## config.mk

```make
export PLATFORM = sky130hd
export DESIGN_NAME = approx_mul1
export DESIGN_NICKNAME = d
export VERILOG_FILES = /design/src/rtl/approx_mul1.sv
export SDC_FILE = /design/constraint.sdc
export NUM_CORES = 1
export LEC_CHECK = 0
export BUFFER_PORTS_ARGS = -buffer_cell sky130_fd_sc_hd__buf_2
export CAP_MARGIN = 20
export CORE_AREA = 2 2 39 41
export DETAILED_ROUTE_END_ITERATION = 16
export DIE_AREA = 0 0 41 43
export PLACE_DENSITY = 0.45
export RECOVER_POWER = 100
export SLEW_MARGIN = 30
export SYNTH_ARGS = -nofsm -noshare
export SYNTH_HDL_FRONTEND = slang
export SYNTH_SLANG_ARGS = --single-unit
export TNS_END_PERCENT = 20
```

## constraint.sdc

```tcl
create_clock -name clk -period 0.9 [get_ports clk]
set_clock_uncertainty 0.1 [all_clocks]
set_input_delay 0.135 -clock clk [delete_from_list [all_inputs] [get_ports clk]]
set_output_delay 0.135 -clock clk [all_outputs]
set_load 0.02 [all_outputs]
```

## src/rtl/approx_mul1.sv

```systemverilog
// rtl/approx_mul1.sv - 2x2-bit approximate unsigned multiplier, 3-bit registered product
module approx_mul1 (
    input  logic       clk,
    input  logic       reset,
    input  logic       in_valid,
    input  logic [1:0] a,
    input  logic [1:0] b,
    output logic [2:0] out,
    output logic       out_valid,
    output logic       approx_err
);

    logic [2:0] prod;
    logic       err;

    // Partial-product core: the bit-1 OR drops the carry that 3x3 would need,
    // which is why 3x3 collapses to 7 instead of 9.
    always_comb begin
        prod    = 3'b000;
        prod[0] = a[0] & b[0];
        prod[1] = (a[1] & b[0]) | (a[0] & b[1]);
        prod[2] = a[1] & b[1];
        err     = (a == 2'd3) && (b == 2'd3);
    end

    // Output registers: load on a valid input, otherwise hold product/flag and drop valid.
    always_ff @(posedge clk) begin
        if (reset) begin
            out        <= 3'b000;
            out_valid  <= 1'b0;
            approx_err <= 1'b0;
        end else begin
            out_valid <= in_valid;
            if (in_valid) begin
                out        <= prod;
                approx_err <= err;
            end
        end
    end

endmodule

```

# Word level (Yosys, flattened, before mapping)

Cells that the tools add are included.

Register bits after elaboration: 5
Bits of input ports: 7
Output and inout bits: 5
Logic and storage cells: 11

Eq/ne operators: 2
Bitwise operators: 5
Reduce and logical (&&, ||, !) cells: 1

Operator list:

| kind                                        | number |
|---|---|
| AND 1 bit                                   | 4 |
| equality test 2 bit (second input constant) | 2 |
| logical AND 1 bit                           | 1 |
| OR 1 bit                                    | 1 |

# Longest topological paths before layout

Word-level depth: 2
Depth in mapped cells: 2
Depth with buffers taken out: 2

# Worst setup path after synthesis

No wires, ideal clock.

Kind: register to register
From: reg approx_err (netlist name)
To: reg approx_err
Arrival: 0.686 ns
Setup slack: -0.002 ns
Stages on the path, launching flop included: 3
Buffers on the path: 0
Clock period less this slack: 0.902 ns
Path through: dfxtp_1 -> nor3b_1 -> a41o_1

RTL lines:

| item                 | RTL line | text |
|---|---|---|
| to (signal assigned) | 36       | `approx_err <= err;` |
| to (decl)            | 10       | `output logic approx_err` |

# Worst setup path after layout

From: reg out[1]
To: out out[1]

RTL lines:

| item                   | RTL line | text |
|---|---|---|
| from (decl)            | 8        | `output logic [2:0] out,` |
| from (signal assigned) | 35       | `out <= prod;` |

No word-level cell between the ends.

==> results.cfg <==
[status]
status = finished with violations
violations = negative setup slack

[clocking]
insertion_delay_ns = 0.24
hold_buffers = 0
cts_tree = done
root_buffer = clkbuf_4
clock-sinks = 5
clockBufferDepth = 2
cts-htree-levels = 1
path_clk_slew_ns = 0.04
cts_buffers = 3

[finish]
diodes = 0
layout-area-overhead-vs-synth_pct = 76.8
multi_input_area_um2 = 88.8
final_area_um2 = 334
register_area_um2 = 106
nets = 42
drive_gt1_frac = 0.588
fillers = 155

[logic_synthesis]
ys_seq_area_frac = 0.530
syn_area_per_cell_um2 = 10.5
synth-main-ff-cell = dfxtp_1
synth-async-reset-ratio = 0
netlist.area_leader.share = 0.530
synth_seq_cells = 5
yosys-top-cells-count = 5 x dfxtp_1, 2 x a21oi_1, 2 x nand2b_1, 2 x nand3_1
yosysMostFrequentCell = dfxtp_1
ys_types = 11
synth_area_leader_cell = dfxtp_1
synth_cells = 18
syn-num-nets = 25
yosys-top-cells-area = dfxtp_1 53%, nor2b_4 7.3%, nand2b_1 6.6%, a21oi_1 5.3%, a41o_1 5.3%
synth_edf_count = 0
netlist_area_um2 = 189
yosysWarnings = 0

[critical_path]
crit_cells = 1
setup.worst_path.start_class = flip-flop
cp_top_family = flip-flops
path_max_fanout = 2
crit_buf_inv = 1
crit_chain = buf_6
cp.required_ns = 0.66
endpoint_kind = output port
crit_type = reg -> out
cp_data_arrival_time_ns = 0.68
critPathMaxStageDelay_ns = 0.33
r2r_cells = 2
cpMaxStageDelayCell = dfxtp_2

[flow_run]
drv_cap = 0

[place]
hpwl_um = 356
dp_slack_ns = 0.0467
routabilityCongestion = 0.577
placed_area_um2 = 265
portBuffers = 11

[power_and_ir_drop]
power.density_nw_per_um2 = 1730
vdd_drop_max_uv = 288
power_leakage_nw = 0.149
switching_share = 0.234
p_switching_mw = 0.135
clkPwrFrac = 0.450
p_seq_frac = 0.415
comb_power_share = 0.134
p_int_mw = 0.442

[routing]
drt-total-wl_um = 460
vias_per_cell = 3.92
vias = 196
wl_per_cell_um = 9.20
drc = 0
drt-pass1-iter-count = 2
ant_nets = 0
drt-initial-drc-count = 3

[sta]
rsz0062_at_grt = yes
layout_setup_ws_ns = -0.0175
relSlewSlack = 0.821
final_max_slew_viol_count = 0
tns_ns = -0.0537
hold_viol = 0
layout_min_cycle_time_ns = 0.918
period_share = 1.02
max_freq_mhz = 1090
setup_violations = 5
tightest_slew_ns = 0.268

[die]
die-area_um2 = 1760
core_area_um2 = 1380
fp-row-count = 14
start_util = 0.137
io_pins = 12
die_y_um = 43
die_x_um = 41

[grt]
grt_overflow_total = 0
grt.total_usage = 0.0682
grt_pass1_vias = 208
grt_pass1_wl_um = 738
grt_antenna_before_repair = 0
grt_max_degree = 9

[worst_hold_path]
hold_class = in -> reg
hold_depth = 2
## registers in the layout, summed over array words and instances (netlist names)
name	count
out	3
out_valid	1
approx_err	1
## routing by layer
layer  track usage  up-vias  share of wire
li1              -       98              -
met1        0.0673       86           0.37
met2        0.0781       10           0.45
met3        0.0366        2           0.15
met4         0.100        0          0.035
met5             0        -              0
## cell families (layout without fill, tap and decap cells)
| logic type | Yosys count | in the layout | share of synthesized area |
|---|---|---|---|
| flip-flops | 5 | 5 | 0.530 |
| AO/OA/AOI/OAI | 5 | 5 | 0.185 |
| buffers and inverters | 0 | 16 | 0 |
| AND/OR/NAND/NOR | 8 | 8 | 0.285 |
## area by class of cell
type                    count  area share
clock buffers               4      0.0787
repair buffers             12       0.277
multi-input cells          13       0.266
flip-flops and latches      5       0.318
well taps                  16      0.0599
## stage by stage
step                      power (mW)   util  instances  hold slack, ns
after floorplan                0.270      -         18           0.103
after global placement         0.306  0.192         45           0.298
after detailed placement       0.305  0.192         45           0.294
after CTS                      0.593  0.237         49          0.0232
after global routing           0.616  0.241         50          0.0322
final                          0.577  0.241         50          0.0388
## layout by cell type, fill, tap and decap left out, drive strengths merged
master and n:
nand3 2, nand2b 2, nor3b 1, and2 1
clkbuf 5, buf 11, a22oi 1, a21oi 2
a211oi 1, a41o 1, dfxtp 5, nor2b 1
nor2 1
## path summary, 6_finish.rpt
kind / startpoint / to / slack, ns
setup / recovery: out[1]$_SDFFE_PP0P_ / out[1] / -0.02
hold / removal: reset / out[0]$_SDFFE_PP0P_ / 0.04
setup reg to reg: approx_err$_SDFFE_PP0P_ / approx_err$_SDFFE_PP0P_ / 0.04
hold reg to reg: out[0]$_SDFFE_PP0P_ / out[0]$_SDFFE_PP0P_ / 0.37
## power by group through the flow
stage,Combinational [mW],Sequential [mW],Clock [mW]
CTS,0.0765,0.240,0.277
global route,0.0830,0.241,0.292
floorplan,0.0178,0.252,0
detailed placement,0.0651,0.240,0
global placement,0.0667,0.240,0
finish,0.0776,0.240,0.260
## repair_timing
item / 4_1_cts / 5_1_grt
gates resized for setup: 14 / 0
setup endpoints to repair: 5 / 5
setup buffers: 0 / 1
No activity file was read; power rests on OpenSTA's default activity.
